===== src/rtl/vga_rect_fill.sv =====
// Rectangle fill engine: accepts one fill command, clips it to the framebuffer and
// streams one row-major framebuffer write per clock to the VGA write port.
module vga_rect_fill #(
  parameter int unsigned FB_WIDTH    = 80,
  parameter int unsigned FB_HEIGHT   = 60,
  parameter int unsigned ADDR_WIDTH  = 17,
  parameter int unsigned COORD_WIDTH = 7
) (
  input  logic                   clock,
  input  logic                   reset,
  input  logic                   cmd_valid,
  output logic                   cmd_ready,
  input  logic [COORD_WIDTH-1:0] cmd_x,
  input  logic [COORD_WIDTH-1:0] cmd_y,
  input  logic [COORD_WIDTH-1:0] cmd_w,
  input  logic [COORD_WIDTH-1:0] cmd_h,
  input  logic [2:0]             cmd_color,
  output logic                   wr_en,
  output logic [ADDR_WIDTH-1:0]  wr_addr,
  output logic [2:0]             wr_data,
  output logic                   busy,
  output logic                   done
);

  localparam int unsigned CW = COORD_WIDTH;
  localparam int unsigned EW = COORD_WIDTH + 1;
  localparam int unsigned AW = ADDR_WIDTH;

  localparam logic [1:0] S_IDLE  = 2'd0;
  localparam logic [1:0] S_SETUP = 2'd1;
  localparam logic [1:0] S_FILL  = 2'd2;
  localparam logic [1:0] S_DONE  = 2'd3;

  localparam logic [EW-1:0] FB_W_E = EW'(FB_WIDTH);
  localparam logic [EW-1:0] FB_H_E = EW'(FB_HEIGHT);
  localparam logic [AW-1:0] FB_W_A = AW'(FB_WIDTH);

  logic [1:0]    state_q, state_d;
  logic [CW-1:0] x_q, x_d, y_q, y_d, w_q, w_d, h_q, h_d;
  logic [CW-1:0] col_q, col_d, row_q, row_d;
  logic [EW-1:0] x_end_q, x_end_d, y_end_q, y_end_d;
  logic [AW-1:0] row_base_q, row_base_d, addr_q, addr_d;
  logic [2:0]    color_q, color_d;
  logic          ready_q, busy_q, wr_en_q, done_q;

  logic [EW-1:0] x_sum, y_sum, col_nxt, row_nxt;
  logic          degenerate;

  // Sums are one bit wider than the fields so x+w never wraps before clipping.
  assign x_sum      = EW'(x_q) + EW'(w_q);
  assign y_sum      = EW'(y_q) + EW'(h_q);
  assign col_nxt    = EW'(col_q) + EW'(1);
  assign row_nxt    = EW'(row_q) + EW'(1);
  assign degenerate = (w_q == '0) || (h_q == '0) ||
                      (EW'(x_q) >= FB_W_E) || (EW'(y_q) >= FB_H_E);

  // Next-state and counter update.
  always_comb begin
    state_d    = state_q;
    x_d        = x_q;
    y_d        = y_q;
    w_d        = w_q;
    h_d        = h_q;
    color_d    = color_q;
    col_d      = col_q;
    row_d      = row_q;
    x_end_d    = x_end_q;
    y_end_d    = y_end_q;
    row_base_d = row_base_q;
    addr_d     = addr_q;
    case (state_q)
      S_IDLE: begin
        if (cmd_valid) begin
          x_d     = cmd_x;
          y_d     = cmd_y;
          w_d     = cmd_w;
          h_d     = cmd_h;
          color_d = cmd_color;
          state_d = S_SETUP;
        end
      end
      S_SETUP: begin
        x_end_d    = (x_sum > FB_W_E) ? FB_W_E : x_sum;
        y_end_d    = (y_sum > FB_H_E) ? FB_H_E : y_sum;
        col_d      = x_q;
        row_d      = y_q;
        row_base_d = AW'(y_q) * FB_W_A;
        addr_d     = row_base_d + AW'(x_q);
        state_d    = degenerate ? S_DONE : S_FILL;
      end
      S_FILL: begin
        // Incremental addressing: +1 along a row, +FB_WIDTH from the row base on wrap.
        if (col_nxt < x_end_q) begin
          col_d  = col_nxt[CW-1:0];
          addr_d = addr_q + AW'(1);
        end else if (row_nxt < y_end_q) begin
          row_d      = row_nxt[CW-1:0];
          col_d      = x_q;
          row_base_d = row_base_q + FB_W_A;
          addr_d     = row_base_q + FB_W_A + AW'(x_q);
        end else begin
          state_d = S_DONE;
        end
      end
      S_DONE:  state_d = S_IDLE;
      default: state_d = S_IDLE;
    endcase
  end

  // State, counters and registered output decodes.
  always_ff @(posedge clock or negedge reset) begin
    if (!reset) begin
      state_q    <= S_IDLE;
      x_q        <= '0;
      y_q        <= '0;
      w_q        <= '0;
      h_q        <= '0;
      color_q    <= '0;
      col_q      <= '0;
      row_q      <= '0;
      x_end_q    <= '0;
      y_end_q    <= '0;
      row_base_q <= '0;
      addr_q     <= '0;
      ready_q    <= 1'b1;
      busy_q     <= 1'b0;
      wr_en_q    <= 1'b0;
      done_q     <= 1'b0;
    end else begin
      state_q    <= state_d;
      x_q        <= x_d;
      y_q        <= y_d;
      w_q        <= w_d;
      h_q        <= h_d;
      color_q    <= color_d;
      col_q      <= col_d;
      row_q      <= row_d;
      x_end_q    <= x_end_d;
      y_end_q    <= y_end_d;
      row_base_q <= row_base_d;
      addr_q     <= addr_d;
      ready_q    <= (state_d == S_IDLE);
      busy_q     <= (state_d != S_IDLE);
      wr_en_q    <= (state_d == S_FILL);
      done_q     <= (state_d == S_DONE);
    end
  end

  assign cmd_ready = ready_q;
  assign busy      = busy_q;
  assign wr_en     = wr_en_q;
  assign wr_addr   = addr_q;
  assign wr_data   = color_q;
  assign done      = done_q;

endmodule


===== config.mk =====
export PLATFORM = sky130hd
export DESIGN_NAME = vga_rect_fill
export DESIGN_NICKNAME = d
export VERILOG_FILES = /design/src/rtl/vga_rect_fill.sv
export SDC_FILE = /design/constraint.sdc
export NUM_CORES = 1
export LEC_CHECK = 0
export ABC_CLOCK_PERIOD_IN_PS = 8800
export CAP_MARGIN = 0
export CORE_UTILIZATION = 23
export DETAILED_ROUTE_END_ITERATION = 7
export PLACE_DENSITY_LB_ADDON = 0.1
export SETUP_SLACK_MARGIN = 0.1
export SYNTH_ARGS = -nofsm -noshare
export SYNTH_HDL_FRONTEND = slang
export SYNTH_SLANG_ARGS = --single-unit

===== constraint.sdc =====
create_clock -name clock -period 8.8 [get_ports clock]
set_input_delay 1.32 -clock clock [delete_from_list [all_inputs] [get_ports clock]]
set_output_delay 1.32 -clock clock [all_outputs]
set_load 0.01 [all_outputs]

==> impl_metrics.yaml <==
critical_path:
  crit_type: "reg2reg"
  r2r-end: "row_base_q[14]"
  cp_max_fo: 26
  cp.arrival_ns: 3.95
  crit_path_end_kind: "flip-flop"
  cp.required_ns: 9.09
  r2r-start: "col_q[0]"
  cp-start-kind: "flip-flop"
  reg2reg_depth: 11
  r2r_slack_ns: 5.13
final_layout:
  nNetsFinal: 835
  multi_input_area_um2: 3950
  seqCellArea_um2: 2429
  drive_gt1_frac: 0.09733
  syn_to_final_growth_pct: 17.94
  fill_cells: 2952
  diodes: 0
min_path:
  min_to: "row_base_q[16]"
  holdPathStages: 2
  hold_class: "reg2reg"
  min-delay-start: "row_base_q[16]"
clock_network:
  cts_tree: "done"
  clock_sinks: 97
  post_cts_resized: 0
  numCtsBuffers: 9
  cts_setup_buffers: 0
  path_clk_slew_ns: 0.08
  clk_latency_ns: 0.36
  htreeDepth: 3
  cts_hold_buf: 0
  max-clock-path-buffers: 2
  root_buffer: "clkbuf_16"
synthesis:
  avgSynthCellArea_um2: 9.510
  ys_seq_area_frac: 0.3643
  synth_ff_type: "dfrtp_1"
  netlist_instances: 701
  synthDistinctLibCells: 75
  syn_area_um2: 6666
  synth_area_leaders: "dfrtp_1 (36%), ha_1 (9.8%), mux2_2 (5.4%), xnor2_1 (4.1%), a21oi_1 (3.5%)"
  yosys_warnings: 0
  synth-edff-count: 0
  syn_nets: 791
  synth_largest_area_cell: "dfrtp_1"
  async_flop_share: 1.000
  synth_top_area_share: 0.3604
  ys_ff_latch: 97
placement:
  place.gp.congestion: 0.7897
  portBuffers: 57
  place_hpwl_um: 14260
sta:
  finalSetupViolCount: 0
  finalSetupTns_ns: 0
  finalHoldViolations: 0
  clock.fmax_mhz: 272.8
  finalClockSkew_ns: 0.01589
  slew_headroom: 0.3722
  tightest_slew_ns: 0.9417
  post-route-min-period_ns: 3.665
  slew_viol_final: 0
  fin_crit_sh: 0.4165
  rsz0062_at_grt: "no"
global_route:
  grt_max_degree: 65
  grt.overflow.total: 0
  grt_pass1_vias: 5504
  grt_pass1_wl_um: 31170
  antenna_found_initial: 0
  grt_usage: 0.1384
run:
  drv_cap: 0
die:
  initial_core_util: 0.2367
  core_area_um2: 28160
  rows: 61
  die-area_um2: 29670
  io_pins: 58
  die_y_um: 172.2
  die_x_um: 172.2
route:
  wl_per_cell_um: 16.95
  via_per_inst: 4.718
  finalWirelength_um: 19120
  drc: 0
  via_count: 5322
  dr.pass1.iters: 4
  antenna_left: 0
  drt_iter0_drc: 200
run_status:
  status: "completed"
==> layer usage <==
layer	global-route usage	part of all wire
met3	0.02655	0.037
met1	0.1943	0.51
met4	0.03771	0.013
met5	0	0
met2	0.2153	0.44
==> per-stage QoR <==
step                setup slack, ns  utilization  hold WS [ns]  cells  cell area, µm²
finish                        5.135       0.2792        0.5089   1128            7863
detailed placement            5.179       0.2693        0.4992   1112            7585
global route                  4.857       0.2792        0.5309   1128            7863
CTS                           5.150       0.2792        0.5166   1128            7863
global placement              5.270       0.2693        0.4911   1112            7585
floorplan                     6.014            -        0.4565    701            6666
==> area by class of cell <==
| cell class | count | share of cell area |
|---|---|---|
| Timing Repair Buffer | 61 | 0.07607 |
| Sequential cell | 97 | 0.3089 |
| Tap cell | 378 | 0.06015 |
| Inverter | 36 | 0.01719 |
| Clock buffer | 9 | 0.02864 |
| Clock inverter | 7 | 0.006684 |
| Multi-Input combinational cell | 540 | 0.5024 |
==> synth_stat cells (all sizes together), types with 3 or more instances <==
cell type  number
dfrtp          96
nand3          24
xor2           22
a211oi          9
buf            16
o22a            4
and3           13
o21bai          3
mux2           32
nor2b           3
a211o           5
inv            35
mux2i          16
o2bb2ai         3
o21ai          48
fa              4
xnor2          31
nor4            3
o22ai          14
a21o           13
nand4           6
and2            5
ha             52
a221o           3
a21oi          49
nor3           12
a31oi           9
a2bb2oi         5
o211ai          4
clkbuf         12
nor2           47
a41oi           3
nand4b          3
nand2          59
o21a            4
==> worst max path at each step <==
stage | startpoint | end | slack, ns | depth (start not counted)
after floorplan | col_q[2] | wr_addr[8] | 6.01 | 14
after global placement | col_q[0] | row_base_q[14] | 5.27 | 11
after detailed placement | col_q[0] | row_base_q[14] | 5.18 | 11
after CTS | col_q[0] | row_base_q[14] | 5.15 | 11
after global routing | col_q[0] | row_base_q[14] | 4.86 | 11
final | col_q[0] | row_base_q[14] | 5.13 | 11
==> logic make-up after synthesis <==
group / share of synthesized area
AO/OA/AOI/OAI: 0.1961
buffers and inverters: 0.04317
adder cells (fa/ha/maj): 0.1096
XOR/XNOR: 0.06963
multiplexers: 0.07808
AND/OR/NAND/NOR: 0.1391
flip-flops: 0.3643
==> worst max-delay path, stage by stage, from the launching register on <==
cell and delay, ns:
dfrtp_1 0.42, ha_1 0.27, and3_1 0.21, nand3_1 0.10, xnor2_1 0.17, ha_1 0.30, nand4_1 0.17, o311ai_4 0.72
and2_4 0.31, o21ai_2 0.25, or4_1 0.56, nand3_1 0.09
==> cells in the final DEF, fill, tap and decap left out, types with 4 or more instances in the layout <==
master / synthesis / final
a211o_1: 5 / 5
a211oi_1: 9 / 9
a21o_1: 13 / 13
a21oi_1: 47 / 47
a2bb2oi_1: 4 / 4
a31oi_1: 8 / 8
and2_1: 4 / 4
and3_1: 13 / 13
buf_4: 2 / 5
clkbuf_16: 0 / 9
clkdlybuf4s50_1: 0 / 56
dfrtp_1: 96 / 96
fa_1: 4 / 4
ha_1: 52 / 52
inv_1: 35 / 35
mux2_2: 32 / 32
mux2i_1: 16 / 16
nand2_1: 59 / 59
nand3_1: 23 / 23
nand4_1: 6 / 6
nor2_1: 45 / 45
nor3_1: 10 / 10
o211ai_1: 4 / 4
o21a_1: 4 / 4
o21ai_0: 40 / 40
o21ai_1: 7 / 7
o22a_1: 4 / 4
o22ai_1: 14 / 14
xnor2_1: 31 / 31
xor2_1: 22 / 22
==> sequential cells by signal, summed over array words and instances (netlist names) <==
register,cells
busy,1
cmd_ready,1
col_q,7
done,1
h_q,7
row_base_q,13
row_q,7
state_q,2
w_q,7
wr_addr,17
wr_data,3
wr_en,1
x_end_q,8
x_q,7
y_end_q,8
y_q,7
Power is not shown: default switching activity piles up to over one toggle a cycle in this logic, so the estimate is an artifact.
